**src/rtl/aui_tx_scheduler.sv**
```systemverilog
// aui_tx_scheduler: paces 257b block acceptance into 80-block AM-mapped frames,
// opens an AM insertion slot every P frames, and qualifies link-up from the
// 16 lane sync flags.
//
// state    | meaning
// ---------+-------------------------------------------------------------
// IDLE     | not running; am period is latched when i_enable rises
// RUN      | accepting blocks; frame ends may open an AM slot
// AM_SLOT  | source stalled for AM_STALL cycles while AM is inserted
// DRAIN    | run request withdrawn; finish the current frame, then idle
module aui_tx_scheduler #(
    parameter int BLOCKS_PER_FRAME = 80,
    parameter int AM_STALL         = 4,
    parameter int LOCK_CYCLES      = 16,
    parameter int CNT_W            = 16
) (
    input  logic             clk,
    input  logic             rst,
    input  logic             i_enable,
    input  logic [CNT_W-1:0] i_am_period,
    input  logic             i_src_valid,
    output logic             o_src_ready,
    output logic             o_dist_valid,
    output logic             o_frame_start,
    output logic             o_am_insert,
    output logic [6:0]       o_block_idx,
    output logic [CNT_W-1:0] o_frame_cnt,
    input  logic [15:0]      i_sync_lanes,
    output logic             o_link_up,
    output logic [7:0]       o_sync_loss,
    output logic [1:0]       o_state
);

    localparam int              AM_W     = (AM_STALL > 1) ? $clog2(AM_STALL) : 1;
    localparam int              LOCK_W   = $clog2(LOCK_CYCLES + 1);
    localparam logic [6:0]      BLK_LAST = 7'(BLOCKS_PER_FRAME - 1);
    localparam logic [AM_W-1:0] AM_LAST  = AM_W'(AM_STALL - 1);
    localparam logic [LOCK_W-1:0] LOCK_FULL = LOCK_W'(LOCK_CYCLES);

    typedef enum logic [1:0] {
        ST_IDLE    = 2'd0,
        ST_RUN     = 2'd1,
        ST_AM_SLOT = 2'd2,
        ST_DRAIN   = 2'd3
    } state_t;

    state_t            state_q, state_d;
    logic [6:0]        blk_q, blk_d;
    logic [CNT_W-1:0]  frame_cnt_q, frame_cnt_d;
    logic [CNT_W-1:0]  period_q, period_d;
    logic [AM_W-1:0]   am_cnt_q, am_cnt_d;
    logic              am_insert_q, am_insert_d;
    logic              dist_valid_q;
    logic              frame_start_q;
    logic [6:0]        block_idx_q;
    logic [LOCK_W-1:0] lock_cnt_q, lock_cnt_d;
    logic [7:0]        sync_loss_q, sync_loss_d;

    logic              accept;
    logic              frame_end;
    logic [CNT_W-1:0]  frame_cnt_inc;
    logic              am_due;
    logic              all_sync;

    assign o_src_ready   = (state_q == ST_RUN) || (state_q == ST_DRAIN);
    assign accept        = i_src_valid & o_src_ready;
    assign frame_end     = accept && (blk_q == BLK_LAST);
    assign frame_cnt_inc = frame_cnt_q + CNT_W'(1);
    assign am_due        = (frame_cnt_inc == period_q);
    assign all_sync      = &i_sync_lanes;

    // Next-state and frame/block counter updates.
    always_comb begin
        state_d     = state_q;
        blk_d       = blk_q;
        frame_cnt_d = frame_cnt_q;
        period_d    = period_q;
        am_cnt_d    = am_cnt_q;
        am_insert_d = 1'b0;

        if (accept) begin
            blk_d = frame_end ? 7'd0 : blk_q + 7'd1;
        end
        if (frame_end) begin
            frame_cnt_d = frame_cnt_inc;
        end

        case (state_q)
            ST_IDLE: begin
                if (i_enable) begin
                    period_d    = (i_am_period == '0) ? CNT_W'(1) : i_am_period;
                    frame_cnt_d = '0;
                    blk_d       = 7'd0;
                    state_d     = ST_RUN;
                end
            end
            ST_RUN, ST_DRAIN: begin
                if (frame_end) begin
                    // AM slot takes priority over stopping so the marker cadence is kept.
                    if (am_due) begin
                        state_d     = ST_AM_SLOT;
                        frame_cnt_d = '0;
                        am_cnt_d    = AM_LAST;
                        am_insert_d = 1'b1;
                    end else if ((state_q == ST_DRAIN) || !i_enable) begin
                        state_d = ST_IDLE;
                    end
                end else if (!i_enable) begin
                    state_d = ST_DRAIN;
                end
            end
            ST_AM_SLOT: begin
                if (am_cnt_q == '0) begin
                    state_d = i_enable ? ST_RUN : ST_IDLE;
                end else begin
                    am_cnt_d = am_cnt_q - AM_W'(1);
                end
            end
            default: state_d = ST_IDLE;
        endcase
    end

    // Scheduler registers and the registered distributor strobe.
    always_ff @(posedge clk or negedge rst) begin
        if (!rst) begin
            state_q       <= ST_IDLE;
            blk_q         <= 7'd0;
            frame_cnt_q   <= '0;
            period_q      <= '0;
            am_cnt_q      <= '0;
            am_insert_q   <= 1'b0;
            dist_valid_q  <= 1'b0;
            frame_start_q <= 1'b0;
            block_idx_q   <= 7'd0;
        end else begin
            state_q       <= state_d;
            blk_q         <= blk_d;
            frame_cnt_q   <= frame_cnt_d;
            period_q      <= period_d;
            am_cnt_q      <= am_cnt_d;
            am_insert_q   <= am_insert_d;
            dist_valid_q  <= accept;
            frame_start_q <= accept && (blk_q == 7'd0);
            if (accept) begin
                block_idx_q <= blk_q;
            end
        end
    end

    // Lock qualification and sync-loss bookkeeping.
    always_comb begin
        lock_cnt_d  = lock_cnt_q;
        sync_loss_d = sync_loss_q;
        if (all_sync) begin
            if (lock_cnt_q != LOCK_FULL) begin
                lock_cnt_d = lock_cnt_q + LOCK_W'(1);
            end
        end else begin
            lock_cnt_d = '0;
            if (o_link_up && (sync_loss_q != 8'hFF)) begin
                sync_loss_d = sync_loss_q + 8'd1;
            end
        end
    end

    // Link monitor registers.
    always_ff @(posedge clk or negedge rst) begin
        if (!rst) begin
            lock_cnt_q  <= '0;
            sync_loss_q <= 8'd0;
        end else begin
            lock_cnt_q  <= lock_cnt_d;
            sync_loss_q <= sync_loss_d;
        end
    end

    assign o_link_up     = (lock_cnt_q == LOCK_FULL);
    assign o_sync_loss   = sync_loss_q;
    assign o_dist_valid  = dist_valid_q;
    assign o_frame_start = frame_start_q;
    assign o_am_insert   = am_insert_q;
    assign o_block_idx   = block_idx_q;
    assign o_frame_cnt   = frame_cnt_q;
    assign o_state       = state_q;

endmodule

```
**config.mk**
```make
export PLATFORM = sky130hd
export DESIGN_NAME = aui_tx_scheduler
export DESIGN_NICKNAME = d
export VERILOG_FILES = /design/src/rtl/aui_tx_scheduler.sv
export SDC_FILE = /design/constraint.sdc
export NUM_CORES = 1
export LEC_CHECK = 0
export ABC_CLOCK_PERIOD_IN_PS = 3900
export CAP_MARGIN = 20
export CORE_UTILIZATION = 50
export DETAILED_ROUTE_END_ITERATION = 16
export GPL_TIMING_DRIVEN = 0
export PLACE_DENSITY = 0.74
export SYNTH_ARGS = -nofsm -noshare
export SYNTH_HDL_FRONTEND = slang
export SYNTH_SLANG_ARGS = --single-unit
export TNS_END_PERCENT = 1
```
**constraint.sdc**
```tcl
create_clock -name clk -period 3.9 [get_ports clk]
set_input_delay 0.975 -clock clk [delete_from_list [all_inputs] [get_ports clk]]
set_output_delay 0.975 -clock clk [all_outputs]
set_load 0.01 [all_outputs]
```
# Word-level counts from Yosys, hierarchy flattened
# Cells that the tools add are included.
# totals
ff_bits,66
inputBits,36
output_inout_bits,38
word_cells,78
# op_classes
add_sub_neg,5
n_eq_ne,16
n_mux,27
n_bitwise,2
reduce_logical,17
# op_table
operator,count
two-way mux 16 bit,5
one-hot mux 16 bit (2 select lines),1
two-way mux 7 bit,4
two-way mux 2 bit,9
"adder 16 x 1 -> 16 bit, second input constant",1
equality test 16 bit,1
zero test 16 bit,1
AND reduction 16 bit,1
two-way mux 5 bit,2
"!= test 2 bit, second input constant",5
"adder 8 x 1 -> 8 bit, second input constant",1
"!= test 8 bit, second input constant",1
AND reduction 4 bit,2
"adder 7 x 1 -> 7 bit, second input constant",1
"equality test 7 bit, second input constant",1
zero test 7 bit,1
one-hot mux 2 bit (3 select lines),1
"adder 5 x 1 -> 5 bit, second input constant",1
"equality test 5 bit, second input constant",1
"!= test 5 bit, second input constant",1
"equality test 2 bit, second input constant",2
zero test 2 bit,2
two-way mux 1 bit,4
"!= test 4 bit, second input constant",1
13 further kinds,17

# Depth between registers and ports, before layout
# logic_depth
word_depth,8
mapped_depth,10
depth_no_buf,8

# Worst setup path after synthesis
# OpenSTA, ideal clock, no wires.
# synth_path
path_kind,in2reg
startpoint,in i_src_valid
endpoint,reg frame_cnt_q[10] (netlist: o_frame_cnt[10])
setup_ps,120
t_arrival_ps,2723
t_required_ps,3780
slack_ps,1057
path_stages,7
n_path_buf,1
path_cell_list,nand2_1 -> inv_2 -> nand4_1 -> or4b_4 -> nor4b_4 -> buf_6 -> nor3_1
# synth_via
elab_chain_len,6
elab_cells_between_ends,7
cone_classes,mux: 5; bitwise: 1; reduce/logical: 1
# synth_rtl
element,line_no,source
start: declaration,21,"input logic i_src_valid,"
AND 1 bit (*),66,assign accept = i_src_valid & o_src_ready;
net accept,59,logic accept;
logical AND 1 bit (*),67,assign frame_end = accept && (blk_q == BLK_LAST);
two-way mux 16 bit,84,if (frame_end) begin
two-way mux 16 bit,100,if (am_due) begin
two-way mux 16 bit,98,if (frame_end) begin
one-hot mux 16 bit (2 select lines) (*),88,case (state_q)
net frame_cnt_d[10],49,"logic [CNT_W-1:0] frame_cnt_q, frame_cnt_d;"
end signal: assignment,138,frame_cnt_q <= frame_cnt_d;
end: declaration,49,
# The timed path passes the listed nets; every way through them passes the cells marked *.
# A chain may end at the register's enable or synchronous reset.

# Worst setup path in the final report
# Same ends and word-level chain as after synthesis.

==> PnR_summary.wiki <==
{| class="wikitable"
! Metric !! Value
|-
| Number of post-CTS setup repair buffers || 0
|-
| Port bufs || 73
|-
| Arrival time of the worst setup path || around 3700 ps
|-
| Biggest fanout along the worst timing path || 10
|-
| Number of buffer and inverter stages on the critical path || 2
|-
| Remaining Overflow, GRT || 0
|-
| Worst path required time || 4150 ps
|-
| Leakage power figure || approximately 2.0 nW
|-
| Number of failing hold endpoints at the final stage || 0
|-
| Maximum level of the CTS H-tree || 3
|-
| Floorplan die width || roughly 86 um
|-
| Via count || ~2.9k
|-
| Routability cong. || 0.906
|-
| Type of the worst setup path || input port to flip-flop
|-
| Post-CTS sizing || 0
|-
| Bufs on Longest Clock Path || 2
|-
| Clock tree sinks || 66
|-
| Unrepaired setup endpoints after global routing || false
|-
| Nature of the critical path endpoint || flip-flop
|-
| Yosys cell types || 51
|-
| Final wirelength || between 8000 and 9000 um
|-
| Clock tree from TritonCTS || done
|-
| Relative contribution of combinational cells to total power || roughly 17%
|-
| Share of total power in the clock network || 34.7%
|-
| Portion of the clock cycle consumed by the worst path in the final layout || between 80% and 90%
|-
| Starting Density || approximately half
|-
| Clock latency reported for the late side of the worst-skew pair || 350 ps
|-
| All-Layer GR Usage || 23.7%
|-
| Area of the core || approximately 6800 um^2
|-
| Number of warnings issued by yosys || 0
|-
| Final cell count without fillers || ~530
|-
| DRC errors left || 0
|-
| Worst hold slack || about 480 ps
|-
| Placed instance count || around 520
|-
| Area added between synthesis and finish || 29.4%
|-
| Reg power frac || 48.2%
|-
| Most frequent cells after synthesis || dfrtp_1 (66), nand2_1 (41), xor2_1 (28), nor3_1 (27), xnor2_1 (23)
|-
| Via-per-instance ratio || ~5.4
|-
| Area contributors post-synth || dfrtp_1 (47%), xor2_1 (6.9%), xnor2_1 (5.7%)
|-
| Area share of the largest cell type after synthesis || 46.5%
|-
| Maximum number of pins on one net before global-route repair || 67
|-
| Clk root buf || clkbuf_8
|-
| Hold buffers post-CTS || 0
|-
| Hold WC Path Type || flip-flop to flip-flop
|-
| Cells along the critical path || clkdlybuf4s50_1 -> nand2_1 -> inv_2 -> nand4_1 -> nor4b_2 -> nand3_1 -> nor2_1 -> xnor2_1 -> nor3_1
|-
| HPWL after detailed placement || roughly 5800 um
|-
| Die boundary height || roughly 86 um
|-
| Worst slew margin || between 30% and 40%
|-
| Inserted Diodes || 0
|-
| Clock-pin slew on the worst setup and hold paths || around 80 ps
|-
| Top flip-flop cell by instance count after synthesis || dfrtp_1
|-
| Final setup viols || 0
|-
| Num ports || 74
|-
| Internal power || between 1 and 1.5 mW
|-
| Remaining antenna violation count after routing || 0
|-
| Leading cell type by number of instances after synthesis || dfrtp_1
|-
| Total number of nets in the final design || 473
|-
| Power spent charging and discharging nets || between 0.4 and 0.5 mW
|-
| Switching part of the total || approximately 28%
|-
| Vias in the first global route || 2,747
|-
| Async set-or-reset flop fraction in the synthesized netlist || 100%
|-
| WL/cell || 15.5 um
|-
| Outcome || finished, final reports clean
|-
| Kind of cell with the highest combined delay on the critical path || simple AND/OR/NAND/NOR gates
|-
| Power Dens Cells || 361 nW/um^2
|-
| Initial DRC count || about 170
|-
| Wire length of the first global-routing pass || 13,500 um
|-
| Worst clock skew || 13.5 ps
|-
| First-pass iteration count of the detailed router || 4
|-
| Launching element type of the critical path || input port
|-
| Post-Synthesis Cells || between 300 and 400
|-
| Pins Over Slew Limit || 0
|-
| Cell area after synthesis || ~3600 um^2
|-
| CTS Buf Count || 9
|-
| Max Fclk || a little under 300 MHz
|-
| Site row count || 30
|-
| Die ar. || around 7400 um^2
|-
| Max stage delay on crit path || 920 ps
|-
| Slew at the pin closest to its max-slew limit || 989 ps
|-
| Number of antenna violations at the first check in global routing || 0
|-
| Count of flip-flops with a built-in enable after synthesis || 0
|-
| Maximum VDD drop || 0.258 mV
|-
| Number of maximum-capacitance constraint violations || 0
|-
| Share of final-layout standard cells stronger than drive strength 1 || 12.9%
|-
| Crit-path slowest cell || nor4b_2
|-
| Syn avg cell area || 10.3 um^2
|-
| Period minus WS final || approximately 3500 ps
|-
| Post-Synthesis Net Count || 389
|-
| Synth area leader || dfrtp_1
|-
| Sequential area share after synthesis || 46.5%
|-
| Synthesis-stage register bit count || 66
|}
path summary, 6_finish.rpt:
path	start	to	slack [ps]	cells past startpoint
worst min-delay path	o_block_idx[5]$_DFFE_PN0P_	o_block_idx[5]$_DFFE_PN0P_	480	2
max in group asynchronous	rst	o_block_idx[2]$_DFFE_PN0P_	2610	1
worst max register to register	o_frame_cnt[0]$_DFF_PN0_	o_frame_cnt[9]$_DFF_PN0_	560	9
worst min register to register	o_block_idx[5]$_DFFE_PN0P_	o_block_idx[5]$_DFFE_PN0P_	480	2
worst max-delay path	i_src_valid	o_frame_cnt[10]$_DFF_PN0_	430	9
min in group asynchronous	rst	period_q[1]$_DFFE_PN0P_	700	1
layer usage:
layer | share of wire, % | routed length (um) | up-vias | GRT usage [%]
li1 | - | - | 1376 | -
met1 | 46 | 3780 | 1385 | 33.6
met2 | 48 | 3930 | 82 | 36.4
met3 | 4.5 | 371 | 12 | 3.90
met4 | 1.6 | 133 | 0 | 9.70
met5 | 0 | 0 | - | 0
per-stage QoR:
stage | power, mW | area (um^2) | util, % | setup TNS (ps) | setup slack (ps)
after floorplan | 0.964 | 3550 | - | 0 | 1060
after global placement | 1.09 | 4400 | 64.4 | -20510 | -315
after detailed placement | 1.10 | 4400 | 64.4 | 0 | 92.7
after CTS | 1.67 | 4590 | 67.2 | 0 | 408
after global routing | 1.74 | 4590 | 67.2 | 0 | 126
final | 1.66 | 4590 | 67.2 | 0 | 433
cells by family after synthesis:
group / share of synthesized area (%)
AOI/OAI and AO/OA: 5.74
and+or+nand+nor: 20.9
xor gates and xnor gates: 13.0
muxes: 6.52
buffers and inverters: 4.79
DFF: 46.5
adders and majority gates: 2.47
power by group through the flow:
stage	registers [mW]	clock network (mW)	logic (mW)
after floorplan	0.815	0	0.149
after global routing	0.809	0.617	0.310
after global placement	0.812	0	0.278
final	0.800	0.576	0.283
after CTS	0.801	0.581	0.286
after detailed placement	0.815	0	0.284
area by class of cell:
cell class	instances	area, um^2
clock buffers	9	124
inverters	10	37.5
flip-flops and latches	66	1650
fillers	566	2240
clock inverters	7	70.1
plain buffers	16	133
repair buffers	73	728
multi-input cells	254	1730
well taps	96	120
cell usage in the layout (no fill, tap or decap), types with 2 or more instances in the layout:
master and count:
inv_1 9, xnor2_1 23, clkinv_4 2, clkbuf_8 10, nand4_1 15, nand3_1 10, nor2_1 21, nand2_1 41
nor3_1 27, clkinv_2 3, a21oi_1 10, mux2i_1 4, nor4_1 6, buf_6 6, clkbuf_1 6, o21a_1 2
o211ai_1 3, xor2_1 28, or2_2 3, clkdlybuf4s50_1 72, dfrtp_1 66, and3_1 4, o21ai_0 7, ha_1 7
o2111ai_1 2, mux2_2 17
tightest hold or removal path: stages (launching register included):
cell     delay (ps)
dfrtp_1         350
nand2_1          50
nand2_1          50
flip-flops by register name (all words and copies together) (netlist names):
name and count:
am_cnt_q 2, period_q 16, o_state 2, o_frame_start 1, blk_q 7, o_frame_cnt 16
o_block_idx 7, o_dist_valid 1, o_sync_loss 8, lock_cnt_q 5, o_am_insert 1
Power figures use the tool's default switching activity.
